$ cat src/rtl/nba_referee.sv
// Number-baseball referee: scores 4-digit guesses against a secret answer
// and sequences the ask/reply handshake until the game is solved or the attempt limit is reached.
module nba_referee #(
   parameter int unsigned MAX_CNT = 200
) (
   input  logic        clk,
   input  logic        reset,
   input  logic [15:0] answer,
   input  logic [15:0] question,
   input  logic        ask_valid,
   output logic        ask_ready,
   output logic [2:0]  strike,
   output logic [2:0]  ball,
   output logic        invalid,
   output logic [15:0] cnt,
   output logic        reply_valid,
   input  logic        reply_ready,
   output logic        correct
);

   typedef enum logic [1:0] {IDLE, ASK, REPLY, DONE} state_t;

   localparam logic [15:0] CNT_LIMIT = 16'(MAX_CNT);

   state_t      state;
   logic [15:0] answer_q;
   logic [2:0]  score_strike;
   logic [2:0]  score_ball;
   logic        score_invalid;

   assign ask_ready   = (state == ASK);
   assign reply_valid = (state == REPLY);

   // The secret is loaded only while the game is held in reset.
   always_ff @(posedge clk) begin
      if (!reset) answer_q <= answer;
   end

   // NOTE: every variable assigned here gets a default first, so no latch is inferred.
   always_comb begin
      score_strike  = '0;
      score_ball    = '0;
      score_invalid = 1'b0;
      for (int i = 0; i < 4; i++) begin
         if (question[4*i +: 4] > 4'd9) score_invalid = 1'b1;
         for (int j = 0; j < 4; j++) begin
            if (i != j && question[4*i +: 4] == question[4*j +: 4]) score_invalid = 1'b1;
            if (question[4*i +: 4] == answer_q[4*j +: 4]) begin
               if (i == j) score_strike = score_strike + 3'd1;
               else        score_ball   = score_ball + 3'd1;
            end
         end
      end
      if (score_invalid) begin
         score_strike = '0;
         score_ball   = '0;
      end
   end

   // NOTE: state and outputs use non-blocking assignments so every register updates from pre-edge values.
   always_ff @(posedge clk) begin
      if (!reset) begin
         state   <= IDLE;
         strike  <= '0;
         ball    <= '0;
         invalid <= 1'b0;
         cnt     <= '0;
         correct <= 1'b0;
      end else begin
         case (state)
            IDLE: state <= ASK;
            ASK: begin
               if (ask_valid && cnt != CNT_LIMIT) begin
                  strike  <= score_strike;
                  ball    <= score_ball;
                  invalid <= score_invalid;
                  cnt     <= cnt + 16'd1;
                  correct <= (score_strike == 3'd4);
                  state   <= REPLY;
               end
            end
            REPLY: begin
               if (reply_ready) begin
                  if (strike == 3'd4 || cnt == CNT_LIMIT) state <= DONE;
                  else                                    state <= ASK;
               end
            end
            DONE: state <= DONE;
            default: state <= IDLE;
         endcase
      end
   end

endmodule
$ cat config.mk
export PLATFORM = sky130hd
export DESIGN_NAME = nba_referee
export DESIGN_NICKNAME = d
export VERILOG_FILES = /design/src/rtl/nba_referee.sv
export SDC_FILE = /design/constraint.sdc
export NUM_CORES = 1
export LEC_CHECK = 0
export ABC_CLOCK_PERIOD_IN_PS = 19450
export BUFFER_PORTS_ARGS = -buffer_cell sky130_fd_sc_hd__buf_2
export CORE_AREA = 2 2 83 85
export DETAILED_ROUTE_END_ITERATION = 8
export DIE_AREA = 0 0 85 87
export GPL_ROUTABILITY_DRIVEN = 0
export PLACE_DENSITY = 0.77
export SLEW_MARGIN = 20
export SYNTH_ARGS = -nofsm -noshare
export SYNTH_HDL_FRONTEND = slang
export SYNTH_SLANG_ARGS = --single-unit
export TNS_END_PERCENT = 20
$ cat constraint.sdc
create_clock -name clk -period 19.45 [get_ports clk]
set_clock_uncertainty 0.1 [all_clocks]
set_input_delay 1.945 -clock clk [delete_from_list [all_inputs] [get_ports clk]]
set_output_delay 1.945 -clock clk [all_outputs]
set_load 0.05 [all_outputs]
---- After elaboration in Yosys (flattened, before gate mapping) ----
Index checks and enable logic that the tools add are counted.
storage, ports and cells
  memories ................................ 0
  logic and storage cells ................. 106
  bits in writable memories ............... 0
  bits in registers ....................... 42
  bits of input ports ..................... 36
  latch bits .............................. 0
  memory bits (read-only) ................. 0
  output and inout port bits .............. 26
operators by class
  magnitude comparators ................... 4
  add/subtract/negate cells ............... 15
  multiply operators ...................... 0
  bitwise operators ....................... 0
  eq/ne operators ......................... 37
  shift-type cells ........................ 0
  div/mod/pow operators ................... 0
  muxes and demuxes ....................... 38
  reduce and logical (&&, ||, !) cells .... 5
operators with widths
  cell                                                                      number
  4-bit equality test                                                       28
  3-bit 2-to-1 mux                                                          15
  3-bit by 1-bit adder with 3-bit output, second input constant             13
  1-bit 2-to-1 mux                                                          18
  16-bit by 1-bit adder with 16-bit output, second input constant           1
  16-bit by 8-bit equality test with 1-bit output, second input constant    1
  4-bit > comparator, second input constant                                 4
  16-bit by 8-bit inequality test with 1-bit output, second input constant  1
  2-bit 2-to-1 mux                                                          4
  2-bit case mux with 4 select lines                                        1
  3-bit equality test, second input constant                                2
  2-bit equality test, second input constant                                2
  2-bit by 1-bit inequality test with 1-bit output, second input constant   2
  2-bit AND reduction                                                       2
  1-bit by 1-bit adder with 2-bit output, second input constant             1
  2-bit by 1-bit equality test with 1-bit output, second input constant     1
  2-bit zero test                                                           1
  1-bit logical AND                                                         1
  1-bit logical OR                                                          1

---- Longest topological paths before layout ----
Gate-level depths: netlist of run 1.
  word-level depth ........................ 25
  depth in mapped cells ................... 35
  gate-level depth less buffers ........... 34

---- Worst setup path after synthesis of run 1 ----
Ideal clock, no wire load.
  path kind ............................... in2reg
  start point ............................. input question[3]
  end point ............................... register ball[2]
  setup slack ............................. 11.865 ns
  cell stages on the path ................. 32
  required time ........................... 19.232 ns
  buffers on the path ..................... 1
  arrival time ............................ 7.367 ns
  path through ............................ buf_6 xor2_1 nor4_4 mux2i_1 inv_1 ha_1 nand2_1 o21ai_0 ha_1 o21a_1 ha_1 nand2_1 nand2_1 ha_1 nand2b_1 o21a_1 ha_1 mux2i_1 nor2_1 ha_1 nand2_1 o31ai_1 ha_1 mux2_2 ha_1 mux2_2 ha_1 nand2_1 xnor2_1 xnor2_1 xnor2_1 o21ai_1
between the ends
  cells in the longest elaborated chain, start to end .. 25
  elaborated cells on any way between the ends .. 50
  classes of those cells .................. add/sub: 11; order compare: 1; eq/ne: 9; mux: 29
RTL lines
  what                                    RTL line  text
  start: declaration                      9         input logic [15:0] question,
  4-bit equality test                     48        if (question[4*i +: 4] == answer_q[4*j +: 4]) begin
  1-bit 2-to-1 mux                        48
  3-bit by 1-bit adder with 3-bit output  50        else score_ball = score_ball + 3'd1;
  3-bit 2-to-1 mux                        48
  3-bit by 1-bit adder with 3-bit output  50
  3-bit 2-to-1 mux                        48
  3-bit by 1-bit adder with 3-bit output  50
  3-bit 2-to-1 mux                        48
  [9 not listed]                          --
  3-bit 2-to-1 mux                        48
  3-bit by 1-bit adder with 3-bit output  50
  3-bit 2-to-1 mux                        48
  3-bit by 1-bit adder with 3-bit output  50
  3-bit 2-to-1 mux                        48
  3-bit by 1-bit adder with 3-bit output  50
  3-bit 2-to-1 mux                        48
  3-bit 2-to-1 mux (*)                    54        if (score_invalid) begin
  end signal: assignment                  75        ball <= score_ball;
  end: declaration                        13        output logic [2:0] ball,
Mark *: on every way between the ends. The rest lies on a longest branch, timed or not.
A chain may end at the register's enable or synchronous reset.

---- Worst setup path in the final report of run 1 ----
Ends and elaborated chain as after synthesis.

==> results of run 1 <==
-- registers in the layout, summed over array words and instances, names as in the netlist --
signal / count
ball: 3
correct: 1
invalid: 1
state: 2
cnt: 16
answer_q: 16
strike: 3
-- worst max path at each step --
stage / startpoint / endpoint / cells after the start
floorplan: question[3] / ball[2] / 32
global placement: question[3] / ball[2] / 32
detailed placement: question[3] / ball[2] / 32
CTS: question[3] / ball[2] / 32
global route: question[3] / ball[2] / 32
finish: question[3] / ball[2] / 32
-- cell usage in the layout (no fill, tap or decap), types with 3 or more instances in the layout --
master / Yosys / routed
nand4_4: 3 / 3
nor4_4: 3 / 3
o21ai_0: 11 / 11
a21oi_1: 8 / 8
mux2_2: 3 / 3
xor2_1: 52 / 52
and4_1: 3 / 3
dfxtp_1: 26 / 26
xnor2_1: 63 / 63
inv_1: 16 / 16
a22o_1: 3 / 3
nand2_1: 25 / 25
or3_1: 5 / 5
edfxtp_1: 16 / 16
buf_2: 4 / 61
nor2_1: 29 / 29
nand4_1: 12 / 12
nand3_1: 8 / 8
and3_1: 3 / 3
clkbuf_8: 0 / 6
ha_1: 16 / 16
nor4_1: 9 / 9
-- power by group through the flow --
| stage | sequential (uW) | combinational (uW) | clock (uW) |
|---|---|---|---|
| 3_3_place_gp | 103 | 80.1 | 0 |
| 6_report | 101 | 83.7 | 60.8 |
| 2_1_floorplan | 103 | 69.5 | 0 |
| 3_5_place_dp | 103 | 83.8 | 0 |
| 5_1_grt | 102 | 92.8 | 66.1 |
| 4_1_cts | 101 | 84.2 | 62.1 |
-- logic make-up after synthesis --
group	count (synthesis)
and+or+nand+nor	111
AOI/OAI and AO/OA	33
DFF	42
adders and majority gates	16
xor gates and xnor gates	121
buffers and inverters	40
muxes	5
-- critical path: cells and delay by family --
family	cells	cell delay, ns
adders and majority gates	9	2.36
and+or+nand+nor	8	1.00
muxes	4	1.07
xor gates and xnor gates	4	0.63
buffers and inverters	2	0.24
AOI/OAI and AO/OA	5	0.57
-- layout make-up --
type,instances,share of cell area
multi-input combinational,286,0.590
sequential,42,0.261
timing repair buffer,62,0.0816
tap,80,0.0261
clock buffer,7,0.0225
inverter,16,0.0157
clock inverter,1,0.00229
-- routing by layer --
| metal | vias up | track usage | share of wire |
|---|---|---|---|
| met4 | 0 | 0.0548 | 0.015 |
| met3 | 12 | 0.0360 | 0.052 |
| li1 | 1333 | - | - |
| met2 | 80 | 0.340 | 0.49 |
| met1 | 1255 | 0.278 | 0.45 |
| met5 | - | 0 | 0 |
-- metrics by stage --
| step | instances | instance area [um2] | hold slack, ns | total power (uW) | utilization |
|---|---|---|---|---|---|
| 2_1_floorplan | 368 | 3450 | 0.355 | 172 | - |
| 3_3_place_gp | 486 | 3740 | 0.331 | 183 | 0.569 |
| 3_5_place_dp | 486 | 3740 | 0.350 | 187 | 0.569 |
| 4_1_cts | 494 | 3830 | 0.362 | 248 | 0.583 |
| 5_1_grt | 494 | 3830 | 0.373 | 261 | 0.583 |
| 6_report | 494 | 3830 | 0.351 | 246 | 0.583 |
==> run_results.csv, run 1 <==
group,metric,value,unit
sta,slew_viol_final,0,
global_route,grt_pass1_vias,2527,
drt,drtIter0Drc,150,
sta,finalSetupTns,0,ns
drt,dr.pass1.iters,4,
clock_network,cts_tree,"yes",
synth,syn-num-nets,420,
synth,synth.top_cell.area_share,0.160,
synth,ys_ff_latch,42,
synth,synth-xor-area-share,0.333,
setup_path,crit_type,"in -> reg",
die,start_util,0.525,
clock_network,h-tree-depth,2,
pwr,p_clk_frac,0.247,
synth,yosysSeqAreaShare,0.290,
synth,synth_common_cells,"xnor2_1, xor2_1, nor2_1",
global_route,grt_pass1_wl,12100,um
clock_network,clockBufferDepth,2,
setup_path,r2r_cells,31,
sta,tightest_slew,0.857,ns
drt,drc,0,
sta,fmax,129,MHz
synth,synth_top_family_by_area,"XOR/XNOR gates",
synth,synth_adder_area_share,0.0581,
place,pre_cts_ws,11.41,ns
clock_network,post_cts_resized,0,
final_layout,final-seq-area,1000,um2
sta,max-slew-margin-rel,0.423,
setup_path,slowest_stage,"nor4_4",
drt,ant_nets,0,
sta,grt_setup_unrepaired,"false",
global_route,track_usage,0.205,
die,die_w,85,um
setup_path,critPathLaunchType,"input port",
sta,hold_viol_final,0,
sta,setup_violations,0,
synth,synth-simple-area-share,0.190,
synth,ys_async_sr_fraction,0,
die,core_area,6570,um2
clock_network,root_buffer,"clkbuf_8",
die,boundaryPins,62,
synth,postSynthCellCount,368,
setup_path,r2r-start,"answer_q[15]",
final_layout,nFillCells,574,
global_route,gr-total-overflow,0,
die,die_area,7400,um2
drt,routed_wl,7320,um
worst_hold_path,hp-start,"ball[2]",
global_route,grt_start_max_net_pins,26,
sta,min_period_over_period,0.397,
pwr,pwr-share-comb,0.340,
pwr,p_sw,81.6,uW
synth,ys_types,47,
clock_network,clkTransAtPathRegs,0.08,ns
setup_path,reg2reg_to,"ball[2]",
sta,layout_min_cycle_time,7.73,ns
pwr,power_density,64.2,nW/um2
final_layout,syn_to_final_growth,11.1,%
sta,layout_setup_ws,11.72,ns
worst_hold_path,hold_path_end,"ball[2]",
clock_network,cts_setup_buffers,0,
status,status,"completed",
final_layout,final_nets,465,
setup_path,slowest_delay,0.43,ns
job,maxCapViolations,0,
clock_network,clk_latency,0.30,ns
drt,routedWlPerCell,14.8,um
setup_path,worstSetupEndpointType,"register",
worst_hold_path,whs_path_depth,2,
die,row_count,30,
setup_path,cp.required,19.54,ns
setup_path,r2r_slack,13.02,ns
place,portBuffers,61,
synth,yosysTopAreaCell,"xnor2_1",
global_route,grt_antenna_before_repair,0,
synth,synth_compound_area_frac,0.0595,
place,hpwl,5760,um
clock_network,hold_buffers,0,
setup_path,crit_top_cell,"ha_1",
drt,via_per_inst,5.43,
synth,synth_most_common_cell,"xnor2_1",
pwr,leakage,0.00158,uW
clock_network,cts_buffers,5,
pwr,switching_share,0.332,
synth,ys_warn_count,0,
synth,syn-cell-area,3450,um2
worst_hold_path,hp-class,"reg -> reg",
drt,num_vias,2680,
die,die_h,87,um
synth,synthMuxAreaShare,0.0156,
pwr,ir_drop,42.4,uV
synth,synth_top_cells_by_area,"xnor2_1, dfxtp_1, edfxtp_1, xor2_1, ha_1",
pwr,cellInternalPower,164,uW
synth,syn_avg_cell_area,9.37,um2
setup_path,worstPathArrival,7.82,ns
pwr,pwr-share-seq,0.412,
final_layout,multi_input_area,2260,um2
final_layout,diodes,0,
clock_network,cts.sinks,42,
synth,synth_edf_count,16,
synth,synth_flop_cell,"dfxtp_1",
final_layout,drive_above_1_share,0.203,
setup_path,path_max_fanout,8,
Power figures use the tool's default switching activity.
==> run 2, diff against run 1 <==
Settings changed: ABC_CLOCK_PERIOD_IN_PS 19450 to 7650.
Clock period 19.45 ns to 7.65 ns, I/O delays scaled along.
==> run_results.csv, run 2 (synthesized netlist as in run 1, its figures left out) <==
group,metric,value,unit
sta,tightest_slew,0.796,ns
drt,ant_nets,0,
die,start_util,0.525,
sta,finalSetupTns,0,ns
pwr,pwr-share-seq,0.421,
die,die_w,85,um
pwr,ir_drop,115,uV
clock_network,clockBufferDepth,2,
setup_path,worstSetupEndpointType,"register",
sta,fmax,153,MHz
clock_network,cts_tree,"yes",
sta,slew_viol_final,0,
die,die_area,7400,um2
die,die_h,87,um
clock_network,cts_buffers,5,
global_route,grt_busiest_layer,"met2",
sta,setup_violations,0,
global_route,grt_use_met1,0.264,
sta,hold_viol_final,0,
sta,grt_setup_unrepaired,"false",
drt,routedWlPerCell,14.7,um
drt,dr.pass1.iters,4,
clock_network,cts.sinks,42,
global_route,grt_pass1_wl,11900,um
global_route,grt_use_met2,0.347,
drt,routed_wl,7280,um
clock_network,h-tree-depth,2,
die,boundaryPins,62,
setup_path,crit_type,"in -> reg",
clock_network,clk_latency,0.30,ns
sta,fin_hold_ws,0.358,ns
pwr,power_density,160,nW/um2
setup_path,slowest_delay,0.43,ns
pwr,pwr-share-comb,0.343,
global_route,grt_pass1_vias,2469,
die,core_area,6570,um2
setup_path,cp.required,7.75,ns
setup_path,path_max_fanout,8,
final_layout,diodes,0,
clock_network,hold_buffers,0,
final_layout,syn_to_final_growth,10.8,%
drt,drc,0,
final_layout,reg_top3,"answer_q: 16 flops, cnt: 16 flops",
status,status,"completed",
global_route,gr-total-overflow,0,
pwr,p_sw,206,uW
setup_path,crit_top_cell,"ha_1",
sta,max-slew-margin-rel,0.464,
setup_path,slowest_stage,"nor4_4",
drt,num_vias,2630,
pwr,switching_share,0.336,
global_route,grt_start_max_net_pins,26,
place,hpwl,5790,um
final_layout,final_cell_mix,"xnor2_1, buf_2, xor2_1, nor2_1, dfxtp_1",
clock_network,cts_setup_buffers,0,
clock_network,clkTransAtPathRegs,0.08,ns
clock_network,post_cts_resized,0,
final_layout,drive_above_1_share,0.203,
global_route,grt_antenna_before_repair,0,
pwr,cellInternalPower,407,uW
die,row_count,30,
global_route,met3_usage,0.0341,
worst_hold_path,hp-class,"reg -> reg",
clock_network,root_buffer,"clkbuf_8",
setup_path,worstPathArrival,6.62,ns
drt,via_per_inst,5.32,
global_route,track_usage,0.204,
sta,layout_min_cycle_time,6.52,ns
job,maxCapViolations,0,
sta,min_period_over_period,0.853,
final_layout,final_common_cell,"xnor2_1",
final_layout,final_nets,465,
drt,drtIter0Drc,85,
setup_path,critPathLaunchType,"input port",
pwr,p_clk_frac,0.236,
pwr,leakage,0.00158,uW
place,portBuffers,61,
run 2: stage by stage:
step           area, um2  total power [uW]  utilization  std cells  setup slack (ns)
6_report            3820               613        0.582        494              1.13
5_1_grt             3820               649        0.582        494             0.718
4_1_cts             3820               619        0.582        494              1.11
3_5_place_dp        3740               475        0.569        486             0.812
3_3_place_gp        3740               466        0.569        486              1.00
2_1_floorplan       3450               437            -        368              1.25
run 2: critical path, delay by kind of cell:
kind	cells	cell delay, ns
xor gates and xnor gates	4	0.63
AOI/OAI and AO/OA	5	0.57
muxes	4	1.06
adders and majority gates	9	2.35
and+or+nand+nor	8	1.00
buffers and inverters	2	0.24
run 2: path summary, 6_finish.rpt:
kind / endpoint / from / slack [ns] / depth (start not counted)
hold reg to reg: ball[2] / ball[2] / 0.36 / 2
setup reg to reg: ball[2] / answer_q[15] / 1.25 / 31
setup / recovery: ball[2] / question[3] / 1.13 / 32
hold / removal: ball[2] / ball[2] / 0.36 / 2
run 2: final cells by class:
cell class | instances | area (um2)
clock inverter | 2 | 13.8
timing repair buffer | 62 | 313
clock buffer | 6 | 72.6
inverter | 16 | 60.1
fill | 554 | 2750
tap | 80 | 100
sequential | 42 | 1000
multi-input combinational | 286 | 2260
run 2: metal layers:
| metal | wire length (um) | share of wire |
|---|---|---|
| met5 | 0 | 0 |
| met4 | 116 | 0.016 |
| met1 | 3270 | 0.45 |
| met2 | 3610 | 0.50 |
| met3 | 283 | 0.039 |
run 2: power groups by stage:
stage | clock network (uW) | registers, uW | logic [uW]
floorplan | 0 | 261 | 177
global placement | 0 | 263 | 204
detailed placement | 0 | 263 | 212
CTS | 149 | 258 | 213
global route | 159 | 259 | 231
finish | 145 | 258 | 210
==> run 3, diff against run 2 <==
Settings changed: ABC_CLOCK_PERIOD_IN_PS 7650 to 6600.
Clock period 7.65 ns to 6.6 ns, I/O delays scaled along.
==> run_results.csv, run 3 (synthesized netlist as in run 1, its figures left out) <==
group,metric,value,unit
status,status,"completed",
pwr,power_density,189,nW/um2
die,boundaryPins,62,
setup_path,crit_top_cell,"ha_1",
die,die_area,7400,um2
setup_path,worstPathArrival,6.47,ns
final_layout,diodes,0,
drt,dr.pass1.iters,4,
clock_network,cts_buffers,5,
pwr,ir_drop,121,uV
sta,layout_min_cycle_time,6.37,ns
final_layout,reg_top3,"answer_q: 16 flops, cnt: 16 flops",
clock_network,clkTransAtPathRegs,0.08,ns
pwr,total_power,760,uW
clock_network,clockBufferDepth,2,
clock_network,root_buffer,"clkbuf_8",
clock_network,h-tree-depth,2,
place,portBuffers,61,
setup_path,slowest_stage,"nor4_4",
drt,routedWlPerCell,16.2,um
setup_path,r2r_cells,31,
sta,fmax,157,MHz
job,maxCapViolations,0,
sta,slew_viol_final,0,
die,row_count,30,
global_route,grt_pass1_vias,2737,
global_route,grt_pass1_wl,13000,um
drt,drtIter0Drc,182,
sta,max-slew-margin-rel,0.348,
sta,min_period_over_period,0.965,
setup_path,cp.required,6.70,ns
pwr,leakage,0.00168,uW
setup_path,r2r_slack,0.25,ns
setup_path,critPathLaunchType,"input port",
die,die_w,85,um
die,start_util,0.525,
global_route,grt_antenna_before_repair,0,
sta,setup_violations,0,
die,core_area,6570,um2
final_layout,fin_cells,508,
drt,num_vias,2792,
place,place_area,3740,um2
final_layout,final_nets,479,
drt,via_per_inst,5.50,
final_layout,syn_to_final_growth,16.7,%
sta,fin_hold_ws,0.354,ns
final_layout,final_common_cell,"xnor2_1",
clock_network,cts.sinks,42,
setup_path,slowest_delay,0.34,ns
setup_path,crit_type,"in -> reg",
final_layout,final_cell_mix,"xnor2_1, buf_2, xor2_1, nor2_1, dfxtp_1",
clock_network,hold_buffers,0,
drt,routed_wl,8250,um
sta,finalSetupTns,0,ns
setup_path,path_max_fanout,8,
clock_network,clk_latency,0.30,ns
setup_path,worstSetupEndpointType,"register",
global_route,gr-total-overflow,0,
global_route,track_usage,0.222,
place,dp_cells,487,
drt,drc,0,
setup_path,reg2reg_to,"ball[2]",
clock_network,cts_tree,"yes",
setup_path,r2r-start,"answer_q[12]",
sta,hold_viol_final,0,
drt,ant_nets,0,
final_layout,drive_above_1_share,0.259,
sta,tightest_slew,0.969,ns
worst_hold_path,hp-class,"reg -> reg",
place,hpwl,6010,um
global_route,grt_start_max_net_pins,26,
die,die_h,87,um
setup_path,worstSetupEndpoint,"ball[2]",
final_layout,final_cell_area,4020,um2
setup_path,startpoint,"question[1]",
==> run 3: changes by cell type in the layout (fill, tap and decap cells not counted), moves of 3 or more <==
cell and delta:
buf_2 -3, xnor2_2 +4, nand2_1 -3, buf_4 +16, xnor2_1 -4, nand2_2 +3
==> run 3: worst max-delay path: cells and delay by family <==
kind,cells,cell delay (ns)
AOI/OAI and AO/OA,5,0.53
buffers and inverters,2,0.24
adders and majority gates,9,2.47
xor gates and xnor gates,4,0.61
muxes,4,1.01
and+or+nand+nor,8,0.93
==> run 3: routing by layer <==
layer | global-route usage | vias up | share of wire
met2 | 0.390 | 72 | 0.52
met5 | 0 | - | 0
met3 | 0.0436 | 17 | 0.043
met1 | 0.272 | 1346 | 0.42
li1 | - | 1357 | -
met4 | 0.0750 | 0 | 0.021
==> run 3: where the power goes <==
part           switching [uW]  internal (uW)  total (uW)
Sequential               16.2            281         297
Combinational             145            135         281
Clock                    96.0           86.6         183
Total                     258            502         760
==> run 3: worst min path at each step <==
stage	startpoint	to	slack, ns	cells past startpoint
finish	ball[2]	ball[2]	0.35	2
detailed placement	ball[2]	ball[2]	0.35	2
global placement	ball[2]	ball[2]	0.33	2
floorplan	state[1]	state[1]	0.35	2
global route	ball[2]	ball[2]	0.37	2
CTS	ball[2]	ball[2]	0.36	2
==> run 3: cell type report <==
| type | count | area (um2) |
|---|---|---|
| flip-flops and latches | 42 | 1000 |
| clock buffers | 7 | 86.3 |
| inverters | 16 | 60.1 |
| clock inverters | 1 | 8.76 |
| fillers | 552 | 2550 |
| repair buffers | 76 | 425 |
| well taps | 80 | 100 |
| multi-input cells | 286 | 2340 |
==> run 3: repair_timing <==
item | CTS | global route
resized for setup | 0 | 20
setup buffers | 0 | 13
setup endpoints to repair | 0 | 2
==> run 3: per-stage QoR <==
stage | worst slack (ns) | util
3_5_place_dp | -0.121 | 0.570
5_1_grt | -0.0228 | 0.612
6_report | 0.231 | 0.612
4_1_cts | 0.175 | 0.584
2_1_floorplan | 0.300 | -
3_3_place_gp | 0.150 | 0.570
